## config.mk

```make
export PLATFORM = sky130hd
export DESIGN_NAME = uart_xfer_ctrl
export DESIGN_NICKNAME = d
export VERILOG_FILES = /design/src/rtl/aisys_pkg.sv /design/src/rtl/byte_word_packer.sv /design/src/rtl/uart_xfer_ctrl.sv
export SDC_FILE = /design/constraint.sdc
export NUM_CORES = 1
export LEC_CHECK = 0
export CAP_MARGIN = 20
export CORE_ASPECT_RATIO = 1.1
export CORE_UTILIZATION = 45
export DETAILED_ROUTE_END_ITERATION = 16
export PLACE_DENSITY = 0.69
export REMOVE_ABC_BUFFERS = 1
export SYNTH_ARGS = -nofsm -noshare
export SYNTH_HDL_FRONTEND = slang
export SYNTH_HIERARCHICAL = 1
export SYNTH_SLANG_ARGS = --single-unit
```

## constraint.sdc

```tcl
create_clock -name clk -period 4.8 [get_ports clk]
set_clock_uncertainty 0.05 [all_clocks]
set_input_delay 0.48 -clock clk [delete_from_list [all_inputs] [get_ports clk]]
set_output_delay 0.48 -clock clk [all_outputs]
set_load 0.02 [all_outputs]
```

## src/rtl/aisys_pkg.sv

```systemverilog
// Shared definitions for the UART transfer controller and the system controller
// that drives its uart_en / wrsel handshake.
package aisys_pkg;

    typedef enum logic [3:0] {
        IDLE,
        HDR0,
        HDR1,
        RX_DATA,
        TX_FETCH,
        TX_LOAD,
        TX_BYTE,
        DONE,
        REARM
    } uart_xfer_state_t;

    localparam int HDR_LEN = 2;

    localparam logic WRSEL_LOAD   = 1'b1;
    localparam logic WRSEL_UNLOAD = 1'b0;

    function automatic int BYTES_PER_WORD(input int data_w);
        return data_w / 8;
    endfunction

endpackage

```

## src/rtl/byte_word_packer.sv

```systemverilog
// Little-endian byte<->word shift register with a byte counter; used for RX
// assembly (bytes enter at the top) and TX serialisation (bytes leave at the bottom).
module byte_word_packer
    import aisys_pkg::*;
#(
    parameter int DATA_W = 16
) (
    input  logic              clk,
    input  logic              rst_n,
    input  logic              clear,
    input  logic              load,
    input  logic [DATA_W-1:0] word_in,
    input  logic              byte_en,
    input  logic [7:0]        byte_in,
    output logic [DATA_W-1:0] word_next,
    output logic [7:0]        byte_out,
    output logic              last
);

    localparam int        NB       = BYTES_PER_WORD(DATA_W);
    localparam logic [7:0] LAST_IDX = 8'(NB - 1);

    logic [DATA_W-1:0] sr;
    logic [7:0]        cnt;

    generate
        if (DATA_W == 8) begin : g_single
            assign word_next = byte_in;
        end else begin : g_multi
            assign word_next = {byte_in, sr[DATA_W-1:8]};
        end
    endgenerate

    assign byte_out = sr[7:0];
    assign last     = (cnt == LAST_IDX);

    always_ff @(posedge clk or negedge rst_n) begin
        if (!rst_n) begin
            sr  <= '0;
            cnt <= '0;
        end else if (clear) begin
            sr  <= '0;
            cnt <= '0;
        end else if (load) begin
            sr  <= word_in;
            cnt <= '0;
        end else if (byte_en) begin
            sr  <= word_next;
            cnt <= last ? 8'd0 : cnt + 8'd1;
        end
    end

endmodule

```

## src/rtl/uart_xfer_ctrl.sv

```systemverilog
// UART transfer responder: loads a length-prefixed RX frame into the buffer RAM,
// or streams a buffer region out over the TX byte interface.
module uart_xfer_ctrl
    import aisys_pkg::*;
#(
    parameter int          DATA_W    = 16,
    parameter int          ADDR_W    = 12,
    parameter int unsigned LOAD_BASE = 0
) (
    input  logic              clk,
    input  logic              rst_n,
    input  logic              uart_en,
    input  logic              wrsel,
    output logic              uart_done,
    input  logic [ADDR_W-1:0] unload_base,
    input  logic [ADDR_W:0]   unload_len,
    input  logic              rx_valid,
    input  logic [7:0]        rx_data,
    output logic              tx_valid,
    input  logic              tx_ready,
    output logic [7:0]        tx_data,
    output logic              mem_we,
    output logic              mem_re,
    output logic [ADDR_W-1:0] mem_addr,
    output logic [DATA_W-1:0] mem_wdata,
    input  logic [DATA_W-1:0] mem_rdata
);

    localparam int          CNT_W   = ADDR_W + 1;
    localparam logic [31:0] MAX_CNT = 32'(1) << ADDR_W;

    uart_xfer_state_t  state, next_state;
    logic [ADDR_W-1:0] addr;
    logic [CNT_W-1:0]  count;
    logic [7:0]        hdr_lo;
    logic [31:0]       hdr_word;
    logic [CNT_W-1:0]  hdr_count;

    logic              rx_take, rx_last;
    logic [DATA_W-1:0] rx_word_next;
    logic [7:0]        rx_byte_unused;
    logic              tx_accept, tx_last;
    logic [DATA_W-1:0] tx_word_unused;

    assign hdr_word  = {16'd0, rx_data, hdr_lo};
    assign hdr_count = CNT_W'((hdr_word > MAX_CNT) ? MAX_CNT : hdr_word);

    assign rx_take   = (state == RX_DATA) && uart_en && rx_valid && (count != '0);
    assign tx_accept = (state == TX_BYTE) && uart_en && tx_valid && tx_ready;

    byte_word_packer #(.DATA_W(DATA_W)) u_rx_pack (
        .clk       (clk),
        .rst_n     (rst_n),
        .clear     (state != RX_DATA),
        .load      (1'b0),
        .word_in   ('0),
        .byte_en   (rx_take),
        .byte_in   (rx_data),
        .word_next (rx_word_next),
        .byte_out  (rx_byte_unused),
        .last      (rx_last)
    );

    byte_word_packer #(.DATA_W(DATA_W)) u_tx_pack (
        .clk       (clk),
        .rst_n     (rst_n),
        .clear     (1'b0),
        .load      (state == TX_LOAD),
        .word_in   (mem_rdata),
        .byte_en   (tx_accept),
        .byte_in   (8'd0),
        .word_next (tx_word_unused),
        .byte_out  (tx_data),
        .last      (tx_last)
    );

    always_ff @(posedge clk or negedge rst_n) begin
        if (!rst_n) state <= IDLE;
        else        state <= next_state;
    end

    // A load frame finishes one cycle after its final byte, so the zero check lives in RX_DATA.
    always_comb begin
        next_state = state;
        case (state)
            IDLE: if (uart_en) begin
                if (wrsel == WRSEL_LOAD)    next_state = HDR0;
                else if (unload_len == '0)  next_state = DONE;
                else                        next_state = TX_FETCH;
            end
            HDR0:     if (!uart_en) next_state = IDLE; else if (rx_valid) next_state = HDR1;
            HDR1:     if (!uart_en) next_state = IDLE; else if (rx_valid) next_state = RX_DATA;
            RX_DATA:  if (!uart_en) next_state = IDLE; else if (count == '0) next_state = DONE;
            TX_FETCH: if (!uart_en) next_state = IDLE; else next_state = TX_LOAD;
            TX_LOAD:  if (!uart_en) next_state = IDLE; else next_state = TX_BYTE;
            TX_BYTE: begin
                if (!uart_en)
                    next_state = IDLE;
                else if (tx_accept && tx_last)
                    next_state = (count == CNT_W'(1)) ? DONE : TX_FETCH;
            end
            DONE:     next_state = REARM;
            REARM:    if (!uart_en) next_state = IDLE;
            default:  next_state = IDLE;
        endcase
    end

    always_comb begin
        uart_done = (state == DONE);
        mem_re    = (state == TX_FETCH);
        mem_addr  = addr;
    end

    always_ff @(posedge clk or negedge rst_n) begin
        if (!rst_n) begin
            addr      <= '0;
            count     <= '0;
            hdr_lo    <= '0;
            mem_we    <= 1'b0;
            mem_wdata <= '0;
            tx_valid  <= 1'b0;
        end else begin
            mem_we   <= 1'b0;
            tx_valid <= (next_state == TX_BYTE);
            if (mem_we) addr <= addr + 1'b1;
            case (state)
                IDLE: if (uart_en) begin
                    addr  <= unload_base;
                    count <= (wrsel == WRSEL_LOAD) ? '0 : unload_len;
                end
                HDR0: if (uart_en && rx_valid) hdr_lo <= rx_data;
                HDR1: if (uart_en && rx_valid) begin
                    count <= hdr_count;
                    addr  <= ADDR_W'(LOAD_BASE);
                end
                RX_DATA: if (rx_take && rx_last && !(mem_we)) begin
                    mem_we    <= 1'b1;
                    mem_wdata <= rx_word_next;
                    count     <= count - CNT_W'(1);
                end else if (rx_take && rx_last) begin
                    mem_we    <= 1'b1;
                    mem_wdata <= rx_word_next;
                    count     <= count - CNT_W'(1);
                end
                TX_BYTE: if (tx_accept && tx_last) begin
                    addr  <= addr + 1'b1;
                    count <= count - CNT_W'(1);
                end
                default: ;
            endcase
        end
    end

endmodule
```

-- Word level (Yosys, flattened, before mapping)
Index checks and enable logic that the tools add are counted.
- flip-flop bits (word level): 103
- output and inout port bits: 40
- add/sub/neg operators: 4
- $lt $le $gt $ge: 1
- equality and inequality tests: 17
- multiplexer cells: 44
- reductions and logical operators: 22
- operators by type and width (kind ; number):
    16-bit 2-to-1 mux ; 6
    13-bit 2-to-1 mux ; 7
    13-bit case mux with 4 select lines ; 1
    12-bit 2-to-1 mux ; 4
    8-bit 2-to-1 mux ; 6
    4-bit 2-to-1 mux ; 10
    12-bit case mux with 3 select lines ; 1
    4-bit case mux with 9 select lines ; 1
    13-bit logical NOT ; 2
    4-bit by 3-bit equality test with 1-bit output, second input constant ; 5
    8-bit by 1-bit adder with 8-bit output, second input constant ; 2
    8-bit by 1-bit equality test with 1-bit output, second input constant ; 2
    16-bit by 13-bit greater-than comparator with 1-bit output, second input constant ; 1
    13-bit by 1-bit equality test with 1-bit output, second input constant ; 1
    13-bit nonzero test ; 1
    13-bit by 1-bit subtractor with 13-bit output, second input constant ; 1
    12-bit by 1-bit adder with 12-bit output, second input constant ; 1
    1-bit logical AND ; 10
    3-bit 2-to-1 mux ; 3
    4-bit by 2-bit equality test with 1-bit output, second input constant ; 2
    2-bit nonzero test ; 3
    5-bit AND reduction ; 1
    4-bit by 1-bit equality test with 1-bit output, second input constant ; 1
    4-bit equality test, second input constant ; 1
    10 further kinds ; 15

-- Longest topological paths before layout
Gate-level depths: netlist (run 1).
- depth after elaboration: 9
- gate-level depth with buffers: 10
- mapped depth without buffers: 9

-- Modules after synthesis
The synthesis (run 1) kept the hierarchy.
- modules (own cells, without submodules) (module ; times used ; cells each ; area each (um^2)):
    uart_xfer_ctrl ; 1 ; 316 ; 3146.8
    byte_word_packer ; 2 ; 128 ; 1385.1

-- Worst setup path after synthesis (run 1)
No wires, ideal clock.
- kind: register -> register
- start point: reg count[0]
- end point: reg u_rx_pack.cnt[2]
- library setup time: 0.130 ns
- data arrival time: 2.345 ns
- required time: 4.620 ns
- slack: 2.275 ns
- stages on the path, launching flop included: 11
- clock period less this slack: 2.525 ns
- cells stage by stage: dfrtp_1 inv_1 ha_1 or3b_2 clkbuf_1 nor4_4 nor2_1 buf_2 o31ai_1 xor2_1 nor2_1
- cells in the longest elaborated chain, start to end: 3
- ends and longest elaborated chain (what ; line ; source):
    start, declared ; uart_xfer_ctrl.sv:34 ; logic [CNT_W-1:0] count;
    start signal, assigned ; uart_xfer_ctrl.sv:129 ; count <= (wrsel == WRSEL_LOAD) ? '0 : unload_len;
    start signal, assigned ; uart_xfer_ctrl.sv:133 ; count <= hdr_count;
    start signal, assigned ; uart_xfer_ctrl.sv:139 ; count <= count - CNT_W'(1);
    13-bit nonzero test ; uart_xfer_ctrl.sv:48 ; assign rx_take = (state == RX_DATA) && uart_en && rx_valid && (count != '0);
    1-bit logical AND ; uart_xfer_ctrl.sv:48 ;
    net rx_take ; uart_xfer_ctrl.sv:39 ; logic rx_take, rx_last;
    2-bit nonzero test (no source line) ; n/a ;
    end signal, assigned ; byte_word_packer.sv:49 ; cnt <= last ? 8'd0 : cnt + 8'd1;
    end, declared ; byte_word_packer.sv:24 ; logic [7:0] cnt;
The timed path passes the listed nets, and every way through them passes these cells.
A chain may end at the register's enable or synchronous reset.

-- Final worst setup path (run 1)
- start point: in uart_en
- end point: reg mem_wdata[3]
- cells in the longest elaborated chain, start to end: 7
- ends and longest elaborated chain (what ; line ; source):
    start, declared ; uart_xfer_ctrl.sv:12 ; input logic uart_en,
    1-bit logical AND * (3 in a row) ; uart_xfer_ctrl.sv:48 ;
    1-bit logical AND * ; uart_xfer_ctrl.sv:136, uart_xfer_ctrl.sv:140 ;
    1-bit logical AND ; uart_xfer_ctrl.sv:136 ; RX_DATA: if (rx_take && rx_last && !(mem_we)) begin
    2-bit nonzero test (no source line) ; n/a ;
    2-bit AND reduction (no source line) ; n/a ;
    end signal, assigned ; uart_xfer_ctrl.sv:138 ; mem_wdata <= rx_word_next;
    end signal, assigned ; uart_xfer_ctrl.sv:142 ; mem_wdata <= rx_word_next;
    end, declared ; uart_xfer_ctrl.sv:25 ; output logic [DATA_W-1:0] mem_wdata,
Every way passes the cells marked *; elsewhere a longest branch is shown, timed or not.

==> metrics.md, run 1 <==
| Metric | Value |
|---|---|
| Outcome | `complete, no violations` |
| GRT Resource Usage Total | `22.33%` |
| Congestion Overflow GR | `0` |
| Power Density | `434.5 mW/mm^2` |
| Buffers on Ports | `94` |
| Met3 WL | `831 um` |
| I/O Pins | `95` |
| Initial DRC count | `287` |
| Final setup vio count | `0` |
| Final Hold Viols | `0` |
| Post-layout min period | `2.945 ns` |
| GPL Wtd Cong | `0.8670` |
| Crit-path slowest cell | `nor2_2` |
| Starting Density | `46.86%` |
| Crit Path Class | `in -> reg` |
| H-tree depth | `3` |
| Post-cts sizing count | `0` |
| Mean post-synth cell area | `10.26 um^2` |
| Vias in the first global route | `4,532` |
| Die X-Extent | `107.0 um` |
| Worst hold path class | `in -> async` |
| WP buf/inv | `1` |
| CTS Buf Count | `9` |
| Hold_buf cts | `0` |
| Core ar. | `0.01164 mm^2` |
| Post-DP HPWL | `9285 um` |
| Overall Power | `2.942 mW` |
| Worst Path Required | `4.98 ns` |
| Post-CTS Repair Setup Buffers | `0` |
| Via Count | `4,557` |
| Via density per instance | `5.880` |
| Slew headroom | `33.71%` |
| Nature of the critical path endpoint | `register` |
| Worst-skew pair later-pin latency | `0.35 ns` |
| Drt pass-1 iters | `5` |
| Ant. Diodes | `0` |
| Final TNS setup | `0 ns` |
| WL final | `13,270 um` |
| Die Area | `0.01257 mm^2` |
| Clock sinks | `95` |
| Clock Tree Root | `clkbuf_16` |
| Crit-path max FO | `17` |
| Met1 Routed Length | `5776 um` |
| Largest delay share family, worst path | `simple AND/OR/NAND/NOR gates` |
| CTS tree | `yes` |
| Largest net degree at the start of global routing | `55` |
| Pins Over Slew Limit | `0` |
| Share of cells above drive strength 1 | `15.52%` |
| CP Data Arrival Time | `3.13 ns` |
| Max clock buf depth | `2` |
| Critical Path Source Type | `input port` |
| Nets | `682` |
| RSZ-0062 raised after global routing | `false` |
| Least-Margin Pin Slew | `0.9943 ns` |
| DRC Markers | `0` |
| Yosys Warn Count | `6` |
| First-pass GRT wire length | `22,400 um` |
| Die Ht | `117.5 um` |
| Commonest non-fill, non-tap cell in the layout | `dfrtp_1` |
| Antenna violations before repair | `0` |
| Max rail drop VDD | `0.0002915 V` |
| Highest metal used | `met4` |
| FP Rows | `41` |
| Fillers | `1,032` |
| FMAX | `0.3395 GHz` |
| Clock slew at reported path FFs | `0.07 ns` |
| Peak per-stage delay on the critical path | `0.68 ns` |
| Period utilisation layout | `61.36%` |
| Util after Layout | `58.15%` |
| DR WL/cell | `17.13 um` |
| Syn-to-layout area delta | `24.10%` |
| Syn Inst Count | `532` |
| Leak | `2.796 nW` |
| Max Cap Violations | `0` |
| Cell Area, Synth | `0.005456 mm^2` |
| Most frequent cells in the layout | `dfrtp_1, clkdlybuf4s50_1, nor2_1` |
| Metal2 WL | `6445 um` |
| Crit-path cells | `clkdlybuf4s50_1, or3b_1, or3_1, nor2_2, mux2_2` |
| Antenna Nets Post-Route | `0` |
## layer usage
layer | vias up | track usage, %
met2 | 157 | 36.37
met5 | - | 0
li1 | 2124 | -
met3 | 15 | 3.821
met1 | 2261 | 29.42
met4 | 0 | 8.818
## area by class of cell
class,instances,area [um^2],share of cell area [%]
sequential,95,2377,35.11
clock inverter,7,81.33,1.201
inverter,8,30.03,0.4435
timing repair buffer,100,983.4,14.52
multi-input combinational,406,2887,42.63
clock buffer,9,225.2,3.326
tap,150,187.7,2.772
## final timing paths
path	cells after the start	to	slack, ns	from
worst max-delay path	5	mem_wdata[3]	1.85	uart_en
worst min-delay path	1	u_tx_pack/sr[14]	0.13	rst_n
worst max register to register	8	mem_wdata[3]	1.90	u_rx_pack/cnt[1]
worst min register to register	1	mem_wdata[6]	0.46	mem_wdata[6]
max in group asynchronous	2	count[5]	3.56	rst_n
min in group clk	1	mem_wdata[6]	0.46	mem_wdata[6]
## through the flow
| stage | hold slack [ns] | worst slack, ns | instance area, um^2 | instances |
|---|---|---|---|---|
| after global routing | 0.1952 | 1.646 | 6771 | 775 |
| after CTS | 0.1635 | 1.866 | 6771 | 775 |
| final | 0.1323 | 1.855 | 6771 | 775 |
| after floorplan | 0.1344 | 0.3618 | 5276 | 509 |
| after global placement | 0.4337 | 1.569 | 6465 | 759 |
| after detailed placement | 0.4483 | 1.500 | 6465 | 759 |
## sequential cells by signal (all words and copies together), names as in the netlist
name / count
mem_wdata: 16
u_tx_pack/cnt: 8
tx_valid: 1
u_rx_pack/cnt: 8
mem_addr: 12
state: 4
hdr_lo: 8
count: 13
u_tx_pack/sr: 16
mem_we: 1
u_rx_pack/sr: 8
## power by group
part	internal [mW]	total [mW]	switching, mW	leakage [nW]
clock	0.411	0.737	0.326	0.145
combinational	0.497	1.05	0.552	1.37
sequential	0.950	1.16	0.206	1.28
## worst register-to-register path, stage by stage, from the launching register on
cell and delay (ns):
dfrtp_1 0.41, inv_1 0.07, ha_1 0.12, or4b_4 0.49
nor2_1 0.12, nand2_1 0.06, or3_1 0.36, nor2_2 0.68
mux2_2 0.42
Power figures use the tool's default switching activity.
==> inputs of run 2 (changes only) <==
==> constraint.sdc (replaced) <==
create_clock -name clk -period 2.8 [get_ports clk]
set_clock_uncertainty 0.05 [all_clocks]
set_input_delay 0.28 -clock clk [delete_from_list [all_inputs] [get_ports clk]]
set_output_delay 0.28 -clock clk [all_outputs]
set_load 0.02 [all_outputs]
==> run 2 against run 1 <==
Worst setup slack got worse by 1.7 ns. Combinational power increased by 82%. Total power increased by 77%. Utilization increased by 1.5 points.
==> metrics.md, run 2 (synthesis gave the netlist of run 1 again) <==
| Metric | Value |
|---|---|
| Outcome | `complete, no violations (unchanged)` |
| Critical path endpoint | `count[3] (was mem_wdata[3])` |
| Post-layout min period | `2.669 ns` |
| Period utilisation layout | `95.32%` |
| WP buf/inv | `1 (unchanged)` |
| Ant. Diodes | `0 (unchanged)` |
| DRC Markers | `0 (unchanged)` |
| DR WL/cell | `16.80 um (was 17.13 um)` |
| Drt pass-1 iters | `5 (unchanged)` |
| Nets | `697 (was 682)` |
| Largest regs | `mem_wdata: 16 flops, u_tx_pack/sr: 16 flops, count: 13 flops (unchanged)` |
| Fillers | `972 (was 1,032)` |
| Die Ht | `117.5 um (unchanged)` |
| Post-cts sizing count | `0 (unchanged)` |
| Core ar. | `0.01164 mm^2 (unchanged)` |
| Critical Path Stages | `9 (was 5)` |
| Post-DP HPWL | `9558 um (was 9285 um)` |
| Final design instance area without fill | `0.006948 mm^2 (was 0.006771 mm^2)` |
| CTS Buf Count | `9 (unchanged)` |
| Multi-input gate area | `0.002887 mm^2 (unchanged)` |
| I/O Pins | `95 (unchanged)` |
| Final setup vio count | `0 (unchanged)` |
| Max rail drop VDD | `0.0003576 V (was 0.0002915 V)` |
| Overall Power | `5.208 mW (was 2.942 mW)` |
| Antenna Nets Post-Route | `0 (unchanged)` |
| Share of cells above drive strength 1 | `17.34% (was 15.52%)` |
| Switch Pwr | `1.823 mW (was 1.084 mW)` |
| Critical Path Source Type | `register (was input port)` |
| FF-to-FF setup slack | `0.13 ns (was 1.90 ns)` |
| Register area | `0.002377 mm^2 (unchanged)` |
| Vias in the first global route | `4,656 (was 4,532)` |
| Sw Ratio | `35.00% (was 36.83%)` |
| Worst setup startpoint | `u_rx_pack/cnt[1] (was uart_en)` |
| Reg-to-reg endpoint | `count[3] (was mem_wdata[3])` |
| Least-Margin Pin Slew | `1.061 ns (was 0.9943 ns)` |
| Int Pwr | `3.385 mW (was 1.858 mW)` |
| FMAX | `0.3747 GHz` |
| CTS tree | `yes (unchanged)` |
| Syn-to-layout area delta | `27.33% (was 24.10%)` |
| Max Cap Violations | `0 (unchanged)` |
| Most frequent cells in the layout | `dfrtp_1, clkdlybuf4s50_1, nor2_1 (unchanged)` |
| Buffers on Ports | `94 (unchanged)` |
| Combinational power share | `36.6% (was 35.6%)` |
| Largest delay share family, worst path | `simple AND/OR/NAND/NOR gates (unchanged)` |
| Post-DP Area | `0.006595 mm^2 (was 0.006465 mm^2)` |
| Clock slew at reported path FFs | `0.06 ns (was 0.07 ns)` |
| Clock Power Share | `26.3% (was 25.1%)` |
| H-tree depth | `3 (unchanged)` |
| Sequential Power Share | `37.1% (was 39.3%)` |
| Slew headroom | `28.82% (was 33.71%)` |
| Crit-path max FO | `9 (was 17)` |
| GRT Resource Usage Total | `22.08% (was 22.33%)` |
| Die Area | `0.01257 mm^2 (unchanged)` |
| Max clock buf depth | `2 (unchanged)` |
| Worst Path Required | `2.97 ns (was 4.98 ns)` |
| Worst-skew pair later-pin latency | `0.34 ns (was 0.35 ns)` |
| Final TNS setup | `0 ns (unchanged)` |
| Commonest non-fill, non-tap cell in the layout | `dfrtp_1 (unchanged)` |
| Largest net degree at the start of global routing | `54 (was 55)` |
| FP Rows | `41 (unchanged)` |
| CP Data Arrival Time | `2.84 ns (was 3.13 ns)` |
| WL final | `13,270 um (about the same)` |
| Cells on worst reg2reg path | `9 (was 8)` |
| Crit-path slowest cell | `or4b_4 (was nor2_2)` |
| GPL Wtd Cong | `0.8241 (was 0.8670)` |
| Starting Density | `46.86% (unchanged)` |
| Clock sinks | `95 (unchanged)` |
| Crit Path Class | `reg -> reg (was in -> reg)` |
| FF-to-FF Start | `u_rx_pack/cnt[1] (unchanged)` |
| Pins Over Slew Limit | `0 (unchanged)` |
| Via density per instance | `5.801 (was 5.880)` |
| Nature of the critical path endpoint | `register (unchanged)` |
| Worst hold path class | `in -> async (unchanged)` |
| Congestion Overflow GR | `0 (unchanged)` |
| Final Hold Viols | `0 (unchanged)` |
| Crit-path cells | `inv_1, ha_1, or4b_4, nor2_1, nand2_1, or3_1, o32a_2, nor2_8, mux2_4 (was clkdlybuf4s50_1, or3b_1, or3_1, nor2_2, mux2_2)` |
| Clock Tree Root | `clkbuf_16 (unchanged)` |
| Die X-Extent | `107.0 um (unchanged)` |
| First-pass GRT wire length | `22,310 um (was 22,400 um)` |
| Via Count | `4,583 (was 4,557)` |
| Leak | `2.898 nW (was 2.796 nW)` |
| Initial DRC count | `232 (was 287)` |
| Peak per-stage delay on the critical path | `0.49 ns (was 0.68 ns)` |
| RSZ-0062 raised after global routing | `false (unchanged)` |
| Power Density | `749.6 mW/mm^2 (was 434.5 mW/mm^2)` |
| Antenna violations before repair | `0 (unchanged)` |
run 2: changes by cell type in the layout (fill, tap and decap cells not counted):
cell and change:
buf_12 +2, buf_4 +12, bufinv_16 +1, clkbuf_8 +3, clkinv_2 -1, clkinvlp_4 -1
dlygate4sd3_1 +1, inv_8 -2
run 2: worst min path at each step:
stage                             to  slack, ns
floorplan                   count[0]      -0.07
global placement     u_tx_pack/sr[6]       0.26
detailed placement  u_tx_pack/sr[14]       0.27
CTS                      mem_addr[8]       0.43
global route             mem_addr[8]       0.44
finish              u_tx_pack/sr[14]       0.44
run 2: repair_timing:
item / in CTS / in global routing
endpoints found under the hold margin: 42 / 0
hold buffers: 1 / 0
setup buffers: 0 / 0
run 2: power groups by stage:
stage	registers [mW]	logic [mW]	clock network, mW
after floorplan	2.01	1.09	0
after global placement	1.93	1.86	0
after detailed placement	1.94	1.89	0
after CTS	1.92	1.90	1.40
after global routing	1.97	2.07	1.46
final	1.93	1.91	1.37
run 2: routing by layer:
metal	share of wire, %	track usage [%]
met3	6.1	4.651
met4	1.7	8.562
met2	47	35.08
met1	45	29.39
met5	0	0
run 2: area by class of cell:
cell class,instances,share of cell area (%)
multi-input cells,406,41.55
flip-flops and latches,95,34.22
repair buffers,115,16.17
clock buffers,12,3.836
well taps,150,2.701
clock inverters,4,1.099
inverters,8,0.4322
run 2: metrics by stage:
| stage | worst slack (ns) | instances | utilization [%] | hold WS, ns |
|---|---|---|---|---|
| 2_1_floorplan | -1.638 | 509 | - | -0.06559 |
| 3_3_place_gp | 0.2080 | 773 | 56.63 | 0.2637 |
| 3_5_place_dp | 0.1465 | 773 | 56.63 | 0.2721 |
| 4_1_cts | 0.1251 | 790 | 59.66 | 0.4283 |
| 5_1_grt | 0.01702 | 790 | 59.66 | 0.4426 |
| 6_report | 0.1309 | 790 | 59.66 | 0.4369 |
